`config.mk`:
```
export PLATFORM = sky130hd
export DESIGN_NAME = key_conditioner_flat
export DESIGN_NICKNAME = d
export VERILOG_FILES = /design/src/rtl/key_conditioner_pkg.sv /design/src/rtl/key_conditioner_if.sv /design/src/rtl/key_conditioner_ch.sv /design/src/rtl/key_conditioner.sv /design/src/flat_wrapper.sv
export SDC_FILE = /design/constraint.sdc
export NUM_CORES = 1
export LEC_CHECK = 0
export BUFFER_PORTS_ARGS = -buffer_cell sky130_fd_sc_hd__buf_2
export CORE_MARGIN = 1
export CORE_UTILIZATION = 53
export CTS_BUF_LIST = sky130_fd_sc_hd__clkbuf_16
export DETAILED_ROUTE_END_ITERATION = 16
export PLACE_DENSITY = 0.75
export SLEW_MARGIN = 40
export SYNTH_ARGS = -nofsm -noshare
export SYNTH_HDL_FRONTEND = slang
export SYNTH_SLANG_ARGS = --single-unit
```
`constraint.sdc`:
```
create_clock -name clk -period 1.6 [get_ports clk]
set_input_delay 0.16 -clock clk [delete_from_list [all_inputs] [get_ports clk]]
set_output_delay 0.16 -clock clk [all_outputs]
set_load 0.02 [all_outputs]
```
`src/rtl/key_conditioner_pkg.sv`:
```
// Shared helpers for the input-conditioning blocks.
package key_cond_pkg;

    // Width of a counter that must hold 0 .. d-1, never narrower than one bit.
    function automatic int cnt_width(input int d);
        return (d > 2) ? $clog2(d) : 1;
    endfunction

endpackage

```
`src/rtl/key_conditioner_if.sv`:
```
// Pin-side and game-side signals of the key conditioner.
// master drives tick/raw pins and observes the conditioned outputs; slave is the conditioner.
interface key_conditioner_if #(
    parameter int N_CH = 4
);
    logic            tick_i;
    logic [N_CH-1:0] in_raw_i;
    logic [N_CH-1:0] level_o;
    logic [N_CH-1:0] press_o;
    logic [N_CH-1:0] release_o;

    modport master (
        output tick_i,
        output in_raw_i,
        input  level_o,
        input  press_o,
        input  release_o
    );

    modport slave (
        input  tick_i,
        input  in_raw_i,
        output level_o,
        output press_o,
        output release_o
    );
endinterface

```
`src/rtl/key_conditioner_ch.sv`:
```
// One key channel: synchroniser chain, tick-gated debounce counter, stable level
// and registered press/release pulses. The input is already in logical polarity.
module key_conditioner_ch
    import key_cond_pkg::*;
#(
    parameter int SYNC_STAGES     = 2,
    parameter int DEBOUNCE_CYCLES = 4
) (
    input  logic clk,
    input  logic reset,
    input  logic tick_i,
    input  logic in_log_i,
    output logic level_o,
    output logic press_o,
    output logic release_o
);

    localparam int             CW      = cnt_width(DEBOUNCE_CYCLES);
    localparam logic [CW-1:0]  CNT_MAX = CW'(DEBOUNCE_CYCLES - 1);

    logic [SYNC_STAGES-1:0] sync_q, sync_d;
    logic [CW-1:0]          cnt_q, cnt_d;
    logic                   level_q, level_d;
    logic                   press_q, press_d;
    logic                   release_q, release_d;
    logic                   sync;

    assign sync = sync_q[SYNC_STAGES-1];

    // Next-state: the chain shifts every clock; the counter only advances on
    // qualifying ticks and is cleared whenever the synchronised input agrees
    // with the stable level, so a bounce never carries a partial count forward.
    always_comb begin
        sync_d    = {sync_q[SYNC_STAGES-2:0], in_log_i};
        cnt_d     = cnt_q;
        level_d   = level_q;
        press_d   = 1'b0;
        release_d = 1'b0;
        if (sync == level_q) begin
            cnt_d = '0;
        end else if (tick_i) begin
            if (cnt_q == CNT_MAX) begin
                cnt_d     = '0;
                level_d   = sync;
                press_d   = sync;
                release_d = ~sync;
            end else begin
                cnt_d = cnt_q + 1'b1;
            end
        end
    end

    // State registers with synchronous active-high reset to "not pressed".
    always_ff @(posedge clk) begin
        if (reset) begin
            sync_q    <= '0;
            cnt_q     <= '0;
            level_q   <= 1'b0;
            press_q   <= 1'b0;
            release_q <= 1'b0;
        end else begin
            sync_q    <= sync_d;
            cnt_q     <= cnt_d;
            level_q   <= level_d;
            press_q   <= press_d;
            release_q <= release_d;
        end
    end

    assign level_o   = level_q;
    assign press_o   = press_q;
    assign release_o = release_q;

endmodule

```
`src/rtl/key_conditioner.sv`:
```
// Multi-channel key conditioner: polarity correction at the pins, then one
// independent synchronise/debounce/edge-pulse channel per key.
module key_conditioner
    import key_cond_pkg::*;
#(
    parameter int N_CH            = 4,
    parameter int SYNC_STAGES     = 2,
    parameter int DEBOUNCE_CYCLES = 4,
    parameter int ACTIVE_LOW      = 1
) (
    input  logic               clk,
    input  logic               reset,
    key_conditioner_if.slave   bus
);

    if (SYNC_STAGES < 2) begin : g_err_sync
        $error("key_conditioner: SYNC_STAGES must be >= 2");
    end
    if (DEBOUNCE_CYCLES < 1) begin : g_err_deb
        $error("key_conditioner: DEBOUNCE_CYCLES must be >= 1");
    end

    logic [N_CH-1:0] in_log;
    logic [N_CH-1:0] level;
    logic [N_CH-1:0] press;
    logic [N_CH-1:0] rel;

    // Invert before the first sync flop so every stage carries 1 = pressed.
    assign in_log = (ACTIVE_LOW != 0) ? ~bus.in_raw_i : bus.in_raw_i;

    for (genvar i = 0; i < N_CH; i++) begin : g_ch
        key_conditioner_ch #(
            .SYNC_STAGES    (SYNC_STAGES),
            .DEBOUNCE_CYCLES(DEBOUNCE_CYCLES)
        ) u_ch (
            .clk      (clk),
            .reset    (reset),
            .tick_i   (bus.tick_i),
            .in_log_i (in_log[i]),
            .level_o  (level[i]),
            .press_o  (press[i]),
            .release_o(rel[i])
        );
    end

    assign bus.level_o   = level;
    assign bus.press_o   = press;
    assign bus.release_o = rel;

endmodule
```
`src/flat_wrapper.sv`:
```
// flat-port wrapper written by rule: the top's interface ports become plain ports
module key_conditioner_flat import key_cond_pkg::*;
#(
    parameter int N_CH            = 4,
    parameter int SYNC_STAGES     = 2,
    parameter int DEBOUNCE_CYCLES = 4,
    parameter int ACTIVE_LOW      = 1
)
  (clk, reset, bus_tick_i, bus_in_raw_i, bus_level_o, bus_press_o, bus_release_o);
  key_conditioner_if #(.N_CH(N_CH)) bus_i ();
  input  logic clk;
  input  logic reset;
  input wire logic [$bits(bus_i.tick_i)-1:0] bus_tick_i;
  input wire logic [$bits(bus_i.in_raw_i)-1:0] bus_in_raw_i;
  output wire logic [$bits(bus_i.level_o)-1:0] bus_level_o;
  output wire logic [$bits(bus_i.press_o)-1:0] bus_press_o;
  output wire logic [$bits(bus_i.release_o)-1:0] bus_release_o;
  assign bus_i.tick_i = bus_tick_i;
  assign bus_i.in_raw_i = bus_in_raw_i;
  assign bus_level_o = bus_i.level_o;
  assign bus_press_o = bus_i.press_o;
  assign bus_release_o = bus_i.release_o;
  key_conditioner #(.N_CH(N_CH), .SYNC_STAGES(SYNC_STAGES), .DEBOUNCE_CYCLES(DEBOUNCE_CYCLES), .ACTIVE_LOW(ACTIVE_LOW)) u_core (.clk(clk), .reset(reset), .bus(bus_i));
endmodule
```
**After elaboration in Yosys (flattened, before gate mapping)**

Index checks and enable logic that the tools add are counted.

- Register bits: 28
- Input port bits: 7
- Output and inout bits: 12
- Logic and storage cells: 62

- Add/subtract/negate cells: 4
- Equal/unequal tests: 8
- Mux-type cells: 4
- Bitwise gates (word level): 14
- Reduce and logical (&&, ||, !) cells: 12

Operators with widths:

| kind | number |
|---|---|
| 4-bit OR reduction | 4 |
| 1-bit inverter | 13 |
| 3-bit AND reduction | 4 |
| 2-bit by 1-bit adder with 2-bit output, second input constant | 4 |
| 2-bit equality test, second input constant | 4 |
| 2-bit 2-to-1 mux | 4 |
| 2-bit OR reduction | 4 |
| 1-bit equality test | 4 |
| 4-bit inverter | 1 |

**Logic depth before layout (Yosys ltp)**

Gate-level depths: netlist of run 1.

- Depth in word-level cells: 3
- Depth in mapped cells: 3
- Gate-level depth less buffers: 3

**Modules after synthesis**

A second synthesis of run 1 with hierarchy kept.

- Cell total of the unflattened synthesis: 92
- Area, all modules: 1046.0 µm²

Modules (own cells, without submodules):

| module | instances | cells each | area each (µm²) | seq. area each (µm²) |
|---|---|---|---|---|
| key_conditioner_ch | 4 | 22 | 257.7 | 140.1 |
| key_conditioner | 1 | 4 | 15.0 | 0.0 |

**Worst setup path after synthesis of run 1**

OpenSTA, ideal clock, no wires.

- Path type: register to register
- Start: register u_core.g_ch[0].u_ch.cnt_q[0]
- End: register u_core.g_ch[0].u_ch.cnt_q[0]
- Setup time: 0.079 ns
- Data arrival time: 1.036 ns
- Required time: 1.521 ns
- Path slack: 0.485 ns
- Cell stages (with the launch flop): 4
- Path buffers: 0
- Period minus slack after synthesis: 1.115 ns
- Cell sequence: dfxtp_1 ha_1 or3b_1 a211oi_2

- Word-level cells in the longest chain between the ends: 2
- Elaborated cells between the ends (all ways): 3
- Those cells by class: add/sub: 1; eq/ne: 1; mux: 1

RTL lines:

| element | line | source |
|---|---|---|
| start, declared | key_conditioner_ch.sv:22 | `logic [CW-1:0] cnt_q, cnt_d;` |
| start signal, assigned | key_conditioner_ch.sv:63 | `cnt_q <= cnt_d;` |
| 2-bit by 1-bit adder with 2-bit output / 2-bit equality test (equally long branches) | key_conditioner_ch.sv:48, key_conditioner_ch.sv:42 |  |
| 2-bit 2-to-1 mux * | key_conditioner_ch.sv:42 | `if (cnt_q == CNT_MAX) begin` |

Mark *: on every way between the ends. The rest lies on a longest branch, timed or not.
A chain may end at the register's enable or synchronous reset.

**Final worst setup path of run 1**

Ends and elaborated chain as after synthesis.

==> metrics.yaml, run 1 <==
postLayoutCoreUtil_pct: 62.2
clockBufferDepth: 2
cap_violations: 0
ys_top_cells_by_count: "28 x dfxtp_1, 13 x buf_4, 8 x nor3b_1"
synth_area_leaders: "dfxtp_1 49%, buf_4 8.6%, nor3b_1 5.3%"
drv_slew: 0
finalHoldViolCount: 0
clk_latency_ns: 0.25
synth_seq_cells: 28
syn-cell-area_um2: 1140
ant_nets: 0
cp_slowest_cell: "or3b_1"
ys.flop_type: "dfxtp_1"
dr.pass1.iters: 4
synth_edf_count: 0
peakVddDrop_uv: 961
fin_crit_sh_pct: 76.3
io-pin-count: 19
cts_sinks: 28
setup_slack_ns: 0.380
area_growth_pct: 8.36
route.detailed.drc: 0
synth-async-reset-ratio_pct: 0
arrival_ns: 1.39
crit_path_start_kind: "flop"
fin_skew_ns: 0.00240
synth_compound_area_share_pct: 9.68
yosysTopAreaCellShare_pct: 49.3
power_mw: 1.30
wl_met1_um: 718
synth_most_common_cell: "dfxtp_1"
track_usage_pct: 15.3
routed_via_density: 5.05
cts.clk_slew.worst_paths_ns: 0.06
placementRows: 16
drtIter0Drc: 7
status: "complete, no violations"
fin_crit_ns: 1.22
finalSetupViolCount: 0
criticalPathCategory: "reg2reg"
wl_per_cell_um: 10.8
worst_setup_path_end_kind: "flop"
ys_seq_area_share_pct: 49.3
cts_setup_buffers: 0
diodes: 0
grt_max_degree: 25
reg2reg_from: "u_core.g_ch[0].u_ch.cnt_q[0]"
routed_wl_um: 1470
powerDensity_nw_per_um2: 1060
antenna_found_initial: 0
max_stage_delay_ns: 0.38
portBuffers: 18
ys_warn_count: 0
path_max_fanout: 4
die_h_um: 48.3
final_common_cell: "dfxtp_1"
grt_overflow: 0
worstMarginPinSlew_ns: 0.424
gp_congestion: 0.679
synthXorXnorAreaFrac_pct: 3.08
cts_hold_buf: 0
synthSimpleGateAreaFrac_pct: 20.2
slew_headroom_pct: 71.7
die_x_um: 48.3
max_freq_mhz: 820
route.met2.wl_um: 706
wl_met3_um: 48
final_cell_mix: "28 x dfxtp_1, 18 x buf_2, 8 x nor3b_1"
grt_pass1_wl_um: 2830
synthesis.instances: 104
coreArea_um2: 1980
htreeDepth: 1
muxShareOfSynthArea_pct: 3.52
p_leak_nw: 0.505
synthAdderAreaFrac_pct: 4.40
vias: 692
synth_top_family_by_area: "simple AND/OR/NAND/NOR gates"
synthDominantAreaCellType: "dfxtp_1"
grt_pass1_vias: 657
crit_path_start: "u_core.g_ch[0].u_ch.cnt_q[0]"
finalNetCount: 123
hold_ws_ns: 0.0478
worstPathCellList: "ha_1, or3b_1, a211oi_2"
syn_nets: 115
numCtsBuffers: 3
required_ns: 1.77
post-dp-hpwl_um: 1020
ys_types: 18
cts_resized: 0
highest_layer: "met3"
initial_core_util_pct: 57.4
dieArea_um2: 2340
cts_tree: "yes"
tns_ns: 0
final_layout_size_suffix_gt1_share_pct: 27.3
root_buffer: "clkbuf_16"
rsz0062_at_grt: "no"
post-place-ws_ns: 0.427
synth.avg_cell_area_um2: 10.9
min_path_type: "in2reg"
min_from: "bus_in_raw_i[0]"
-- layer usage --
layer  GRT usage, %  vias to the layer above
met5              0                        -
li1               -                      359
met1           19.3                      322
met2           26.5                       11
met4           4.41                        0
met3           2.83                        0
-- power breakdown --
group / internal (mW) / switching [mW]
combinational: 0.0245 / 0.0276
sequential: 0.708 / 0.00661
clock: 0.330 / 0.204
-- sequential cells by signal (all words and copies together) (netlist names) --
signal,flops
u_core.g_ch.u_ch.cnt_q,8
u_core.g_ch.u_ch.level_o,4
u_core.g_ch.u_ch.press_o,4
u_core.g_ch.u_ch.release_o,4
u_core.g_ch.u_ch.sync_q,8
-- through the flow --
step / instances / cell area, um2
2_1_floorplan: 104 / 1140
3_3_place_gp: 134 / 1160
3_5_place_dp: 134 / 1160
4_1_cts: 137 / 1230
5_1_grt: 137 / 1230
6_report: 137 / 1230
-- area by class of cell --
| type | instances | area (um2) |
|---|---|---|
| Sequential cell | 28 | 561 |
| Tap cell | 27 | 33.8 |
| Fill cell | 167 | 749 |
| Clock buffer | 3 | 75.1 |
| Timing Repair Buffer | 19 | 97.6 |
| Multi-Input combinational cell | 60 | 465 |
-- worst max-delay path: cells and delay by family (launching register included) --
kind	cells	cell delay, ns
fa+ha+maj	1	0.24
flops	1	0.32
compound gates	1	0.20
simple gates	1	0.38
-- final timing paths --
check | end | slack, ns | depth (start not counted)
max reg2reg | u_core.g_ch[0].u_ch.cnt_q[0] | 0.38 | 3
min | u_core.g_ch[0].u_ch.sync_q[0] | 0.05 | 2
max | u_core.g_ch[0].u_ch.cnt_q[0] | 0.38 | 3
min reg2reg | u_core.g_ch[0].u_ch.sync_q[1] | 0.44 | 1
-- cell families after synthesis --
family / Yosys count
adder cells (fa/ha/maj): 4
XOR/XNOR: 4
AO/OA/AOI/OAI: 12
buffers and inverters: 16
flip-flops: 28
multiplexers: 4
AND/OR/NAND/NOR: 36
(Power assumes the default switching activity.)
==> run 2: changes to the inputs <==
Settings changed: CORE_ASPECT_RATIO from default to 0.6, CORE_UTILIZATION 53 to 48, PLACE_DENSITY 0.75 to 0.71.
Clock period 1.6 ns to 1 ns, I/O delays scaled along.
==> metrics.yaml, run 2 (synthesis gave the netlist of run 1 again) <==
path_max_fanout: 3  # -1
antenna_found_initial: 0  # unchanged
placementRows: 13  # -3
grt_overflow: 0  # unchanged
crit_path_start_kind: "flop"
htreeDepth: 1  # unchanged
cts.clk_slew.worst_paths_ns: 0.06  # about the same
dr.pass1.iters: 5  # +1
final_cell_mix: "18 x buf_2, 18 x dfxtp_1, 9 x dfxtp_2, 8 x buf_4, 6 x nor3b_2"
cts_tree: "yes"
max_freq_mhz: 883  # +7.7%
gp_congestion: 0.684  # +0.78%
grt_max_degree: 19  # -24%
status: "complete, but fails checks"
grt_pass1_vias: 638  # -2.9%
peakVddDrop_uv: 1130  # +18%
hold_ws_ns: 0.207  # +0.159 ns
grt_pass1_wl_um: 2870  # +1.4%
finalSetupViolCount: 5  # +5
criticalPathCategory: "reg2reg"
dieArea_um2: 2570  # +10%
wl_per_cell_um: 11.7  # +9.0%
clockBufferDepth: 2  # unchanged
post-dp-hpwl_um: 1190  # +17%
initial_core_util_pct: 51.8  # -5.6 points
finalNonFillerCells: 156  # +14%
setup_slack_ns: -0.133  # -0.513 ns
finalHoldViolCount: 0  # unchanged
diodes: 0  # unchanged
worst_setup_path_end_kind: "flop"
fin_crit_sh_pct: 113  # +37 points
route.detailed.drc: 0  # unchanged
vias: 754  # +9.0%
drv_slew: 0  # unchanged
numCtsBuffers: 3  # unchanged
coreArea_um2: 2200  # +11%
tns_ns: -0.524  # -0.524 ns
slew_headroom_pct: 78.5  # +6.7 points
place_inst: 146  # +9.0%
violations: "negative setup slack"
final_layout_size_suffix_gt1_share_pct: 52.4  # +25 points
routed_via_density: 4.83  # -4.3%
required_ns: 1.17  # -0.60 ns
fin_skew_ns: 0.00151  # -0.000896 ns
post-place-ws_ns: -0.154  # -0.581 ns
die_x_um: 64.8  # +34%
ant_nets: 0  # unchanged
arrival_ns: 1.31  # -0.08 ns
rsz0062_at_grt: "yes"
drtIter0Drc: 22  # +15
root_buffer: "clkbuf_16"
finalNetCount: 138  # +12%
fin_crit_ns: 1.13  # -0.0872 ns
power_mw: 2.13  # +64%
min_path_type: "in2reg"
die_h_um: 39.7  # -18%
routed_wl_um: 1830  # +24%
io-pin-count: 19  # unchanged
largestRegisters: "u_core.g_ch.u_ch.cnt_q x8, u_core.g_ch.u_ch.sync_q x8"
cts_sinks: 28  # unchanged
fillers: 160  # -4.2%
area_growth_pct: 31.6
powerDensity_nw_per_um2: 1430  # +35%
cap_violations: 0  # unchanged
p_leak_nw: 0.580  # +15%
track_usage_pct: 16.1  # +0.88 points
worstMarginPinSlew_ns: 0.323  # -0.101 ns
clk_latency_ns: 0.26  # about the same
portBuffers: 18  # unchanged
run 2: final timing paths:
check / startpoint / end / slack [ns] / cells after the start
worst min register to register: u_core.g_ch[2].u_ch.sync_q[0] / u_core.g_ch[2].u_ch.sync_q[1] / 0.44 / 1
worst max-delay path: u_core.g_ch[1].u_ch.cnt_q[0] / u_core.g_ch[1].u_ch.cnt_q[0] / -0.13 / 3
worst min-delay path: reset / u_core.g_ch[1].u_ch.sync_q[0] / 0.21 / 2
worst max register to register: u_core.g_ch[1].u_ch.cnt_q[0] / u_core.g_ch[1].u_ch.cnt_q[0] / -0.13 / 3
run 2: what timing repair did:
action	CTS	global route
hold buffers	4	0
pin swaps	5	3
setup buffers	2	0
gates resized for setup	14	17
setup endpoints to repair	13	16
hold endpoints to repair	4	0
run 2: final cells by class:
cell class                      count  area [um2]  area share (%)
Sequential cell                    28         576            38.5
Multi-Input combinational cell     60         569            38.0
Timing Repair Buffer               34         235            15.7
Clock buffer                        3        75.1            5.02
Tap cell                           30        37.5            2.51
Clock inverter                      1        3.75           0.251
run 2: metal layers:
layer  GRT usage (%)  wire [um]
met4            6.67         13
met3            6.10         64
met1            19.1        908
met2            26.8        843
met5               0          0
run 2: metrics by stage:
step,cell area [um2],utilization (%)
3_5_place_dp,1240,56.4
3_3_place_gp,1240,56.4
6_report,1500,68.1
5_1_grt,1500,68.1
4_1_cts,1430,65.0
2_1_floorplan,1150,-
run 2: critical path: stages (launching register included):
cell and delay [ns]:
dfxtp_2 0.34, ha_4 0.16, or3b_1 0.36, a211oi_2 0.19
run 2: power breakdown:
part           leakage, nW  total [mW]  switching (mW)  internal (mW)
clock               0.0385       0.872           0.337          0.534
sequential           0.233        1.14          0.0123           1.13
combinational        0.308       0.118          0.0533         0.0650
